==> src/rtl/serial_adder_pkg.sv <==
// Shared definitions for the bit-serial adder: state encoding and
// counter sizing.
package serial_adder_pkg;

    typedef enum logic [2:0] {
        ST_IDLE  = 3'b001,
        ST_SHIFT = 3'b010,
        ST_DONE  = 3'b100
    } state_t;

    // At least one bit so the counter stays a legal vector.
    function automatic int cnt_w(input int w);
        return (w > 1) ? $clog2(w) : 1;
    endfunction

endpackage

==> src/rtl/serial_adder_fa.sv <==
// Single-bit full adder cell, the datapath of the serial adder.
module full_adder (
    input  logic a,
    input  logic b,
    input  logic cin,
    output logic sum,
    output logic c_out
);

    assign sum   = a ^ b ^ cin;
    assign c_out = (a & b) | (cin & (a ^ b));

endmodule

==> src/rtl/serial_adder.sv <==
// Bit-serial LSB-first adder: one full_adder cell with a carry flop,
// operands and result exchanged over valid/ready handshakes.
module serial_adder
    import serial_adder_pkg::*;
#(
    parameter int WIDTH = 8
) (
    input  logic             clk,
    input  logic             rst_n,
    input  logic             in_valid,
    output logic             in_ready,
    input  logic [WIDTH-1:0] a,
    input  logic [WIDTH-1:0] b,
    input  logic             cin,
    output logic             out_valid,
    input  logic             out_ready,
    output logic [WIDTH-1:0] sum,
    output logic             c_out
);

    localparam int CW = cnt_w(WIDTH);
    localparam logic [CW-1:0] LAST = CW'(WIDTH - 1);

    state_t           state;
    logic [WIDTH-1:0] a_sr;
    logic [WIDTH-1:0] b_sr;
    logic [WIDTH-1:0] sum_sr;
    logic             carry;
    logic [CW-1:0]    cnt;
    logic             fa_sum;
    logic             fa_cout;

    full_adder u_fa (
        .a     (a_sr[0]),
        .b     (b_sr[0]),
        .cin   (carry),
        .sum   (fa_sum),
        .c_out (fa_cout)
    );

    always_ff @(posedge clk or negedge rst_n) begin
        if (!rst_n) begin
            state  <= ST_IDLE;
            a_sr   <= '0;
            b_sr   <= '0;
            sum_sr <= '0;
            carry  <= 1'b0;
            cnt    <= '0;
        end else begin
            unique case (1'b1)
                state[0]: begin
                    if (in_valid) begin
                        a_sr  <= a;
                        b_sr  <= b;
                        carry <= cin;
                        cnt   <= '0;
                        state <= ST_SHIFT;
                    end
                end
                state[1]: begin
                    a_sr   <= {1'b0, a_sr[WIDTH-1:1]};
                    b_sr   <= {1'b0, b_sr[WIDTH-1:1]};
                    sum_sr <= {fa_sum, sum_sr[WIDTH-1:1]};
                    carry  <= fa_cout;
                    // Clear on the last bit so cnt never passes WIDTH-1.
                    if (cnt == LAST) begin
                        cnt   <= '0;
                        state <= ST_DONE;
                    end else begin
                        cnt <= cnt + CW'(1);
                    end
                end
                state[2]: begin
                    if (out_ready) begin
                        state <= ST_IDLE;
                    end
                end
                default: state <= ST_IDLE;
            endcase
        end
    end

    // Handshake flags come straight from the one-hot state flops.
    assign in_ready  = (state == ST_IDLE);
    assign out_valid = (state == ST_DONE);
    assign sum       = out_valid ? sum_sr : '0;
    assign c_out     = out_valid & carry;

endmodule
==> config.mk <==
export PLATFORM = sky130hd
export DESIGN_NAME = serial_adder
export DESIGN_NICKNAME = d
export VERILOG_FILES = /design/src/rtl/serial_adder_pkg.sv /design/src/rtl/serial_adder_fa.sv /design/src/rtl/serial_adder.sv
export SDC_FILE = /design/constraint.sdc
export NUM_CORES = 1
export LEC_CHECK = 0
export BUFFER_PORTS_ARGS = -buffer_cell sky130_fd_sc_hd__buf_2
export CAP_MARGIN = 20
export CELL_PAD_IN_SITES_DETAIL_PLACEMENT = 1
export CELL_PAD_IN_SITES_GLOBAL_PLACEMENT = 1
export CORE_ASPECT_RATIO = 1.25
export CORE_MARGIN = 8
export CORE_UTILIZATION = 38
export DETAILED_ROUTE_END_ITERATION = 10
export PLACE_DENSITY = 0.76
export SYNTH_ARGS = -nofsm -noshare
export SYNTH_HDL_FRONTEND = slang
export SYNTH_SLANG_ARGS = --single-unit
==> constraint.sdc <==
create_clock -name clk -period 1.5 [get_ports clk]
set_input_delay 0.375 -clock clk [delete_from_list [all_inputs] [get_ports clk]]
set_output_delay 0.375 -clock clk [all_outputs]
set_load 0.03 [all_outputs]
==> flow_summary_export.csv <==
group,metric,value,unit
floorplanning,rows,26,
placement,dpl_worst_slack,-56.03,ps
layout,final_common_cell,"dfrtp_1",
floorplanning,die_area,6557,um^2
critical_path,rrSetupSlack,-180,ps
synthesis,netlist_instances,150,
critical_path,crit_path_end_kind,"output pin",
outcome,status,"finished, violations left",
route,drt-pass1-iter-count,4,
synthesis,syn_area,1600,um^2
clocking,cts.sinks,31,
layout,most-common-layout-cells,"dfrtp_1 (28), buf_2 (20), nand3_1 (18)",
timing,hold_violations,0,
timing,layout_min_cycle_time,1713,ps
grt,grt_antenna_before_repair,0,
route,ant_nets,0,
worst_hold_path,hold_path_class,"in -> async",
clocking,clkTransAtPathRegs,70,ps
synthesis,syn_area_per_cell,10.67,um^2
clocking,cts_inserted_buffers,5,
placement,hpwl,3200,um
route,drc,0,
power,power.density,1979,nW/um^2
layout,layout-drive-gt1-share,50.00,%
route,vias,1361,
synthesis,synth_seq_cells,31,
clocking,ctsRootBufferMaster,"clkbuf_8",
synthesis,synth_cell_types,37,
clocking,hold_buffers,0,
grt,grt_max_degree,19,
floorplanning,core,4066,um^2
synthesis,postSynthNetCount,174,
placement,port_buffers,31,
grt,grt_pass1_vias,1551,
layout,nets,221,
critical_path,crit_fanout,3,
grt,grt_first_pass_wirelength,7500,um
grt,grt.overflow.total,0,
timing,worst_pin_slew,378.0,ps
clocking,clk_latency,280,ps
outcome,violations,"negative setup slack",
layout,area_growth,35.89,%
critical_path,arrival,1340,ps
power,p_leak,0.9618,nW
layout,insertedDiodeCount,0,
route,routed_wl,4489,um
floorplanning,fp.dieW,74.05,um
synthesis,yosysWarnings,0,
floorplanning,num_io_pins,32,
floorplanning,start_util,39.35,%
grt,grtUsageTotal,15.10,%
timing,finClkSkew,6.652,ps
job,drv_cap,0,
timing,relSlewSlack,74.80,%
timing,setup_slack,-213.3,ps
route,drt_iter0_markers,24,
timing,finalMaxSlewViolations,0,
critical_path,critPathLaunchType,"flop",
placement,gp_congestion,0.7220,
timing,period_share,114.2,%
clocking,clk_path_buf_depth,2,
critical_path,critical_path_class,"reg -> out",
clocking,cts_tree,"yes",
synthesis,ys_seq_area_share,48.55,%
timing,fmax,583.7,MHz
route,wl_per_cell,17.67,um
route,via_per_inst,5.358,
floorplanning,die_h,88.56,um
timing,rsz0062_at_grt,"yes",
timing,whs,0.5361,ps
power,vdd_ir_drop_max,0.8953,mV
critical_path,cp.required,1120,ps
clocking,cts-htree-levels,2,
timing,setup_viol,31,
[worst paths after layout]
check / start / end / cells past startpoint
max: state[0] / in_ready / 3
min: rst_n / sum_sr[0] / 1
max reg2reg: state[0] / a_sr[6] / 6
min reg2reg: cnt[0] / cnt[0] / 1
max in group asynchronous: rst_n / state[0] / 2
min in group clk: out_ready / state[2] / 2
[metal layers]
metal / vias up / global-route usage (%) / wire length, um
li1: 643 / - / -
met1: 682 / 15.18 / 1703
met2: 28 / 28.53 / 2522
met3: 8 / 4.308 / 189
met4: 0 / 4.918 / 74
met5: - / 0 / 0
[cell usage after synthesis]
master	instances	area share [%]
a211oi_1	1	0.47
a211oi_2	3	2.3
a21oi_1	1	0.31
a221oi_1	1	0.55
a221oi_2	2	1.9
a22o_1	2	1.1
a32oi_1	2	1.1
and3_1	10	3.9
buf_2	2	0.63
buf_4	3	1.4
buf_6	5	3.5
clkbuf_1	4	0.94
dfrtp_1	30	47
dfstp_2	1	1.6
fa_1	1	1.3
ha_1	2	1.6
inv_1	5	1.2
mux2_2	8	5.6
nand2_1	6	1.4
nand2_2	1	0.39
nand2b_1	1	0.39
nand3_1	18	5.6
nor2_1	5	1.2
nor2_2	2	0.78
nor2b_1	1	0.39
nor2b_4	1	0.86
nor3_1	7	2.2
nor3b_1	1	0.47
o21ai_0	7	2.2
o21ai_1	2	0.63
o21ai_2	1	0.55
o221a_2	2	1.4
o22a_1	2	1.1
o22ai_1	6	2.3
o311ai_0	1	0.55
o31ai_1	1	0.47
or3_1	2	0.78
[timing repair]
item | CTS | global route
setup endpoints to repair | 11 | 32
cloned | 1 | 0
buffers inserted | 3 | 3
gates resized for setup | 33 | 6
pin swaps | 10 | 3
[cell families (layout without fill, tap and decap cells)]
group	Yosys count	after routing	synth area share [%]
multiplexers	8	8	5.630
AND/OR/NAND/NOR	55	56	18.37
flip-flops	31	31	48.55
buffers and inverters	19	66	7.662
adder cells (fa/ha/maj)	3	3	2.814
AO/OA/AOI/OAI	34	34	16.97
[critical path, stage by stage, from the launching register on]
cell	delay [ps]
dfstp_2	630
buf_12	130
and3_4	170
buf_6	120
[final cells by class]
cell class | count | area [um^2]
Clock inverter | 1 | 5.005
Clock buffer | 7 | 76.32
Timing Repair Buffer | 53 | 429.2
Fill cell | 448 | 1892
Sequential cell | 31 | 779.5
Inverter | 5 | 21.27
Multi-Input combinational cell | 101 | 793.3
Tap cell | 56 | 70.07
[report_power, final]
group	leakage, nW	switching (mW)	total, mW	internal, mW
combinational	0.548	0.997	2.06	1.06
sequential	0.372	0.364	1.61	1.24
clock	0.0422	0.313	0.638	0.325
total	0.962	1.67	4.30	2.63
[flip-flops by register name, summed over array words and instances, names as in the netlist]
name    flops
a_sr        8
b_sr        8
sum_sr      8
cnt         3
state       3
carry       1
[per-stage QoR]
stage                     setup TNS, ps  cells  utilization [%]  power (mW)  area (um^2)
after floorplan                  -36.42    150                -       2.858         1650
after global placement                0    239            47.05       3.233         1913
after detailed placement         -385.1    239            47.05       3.384         1913
after CTS                         -3881    251            52.25       4.210         2125
after global routing              -5677    254            53.48       4.635         2175
final                             -4058    254            53.48       4.303         2175
(Power assumes the default switching activity.)
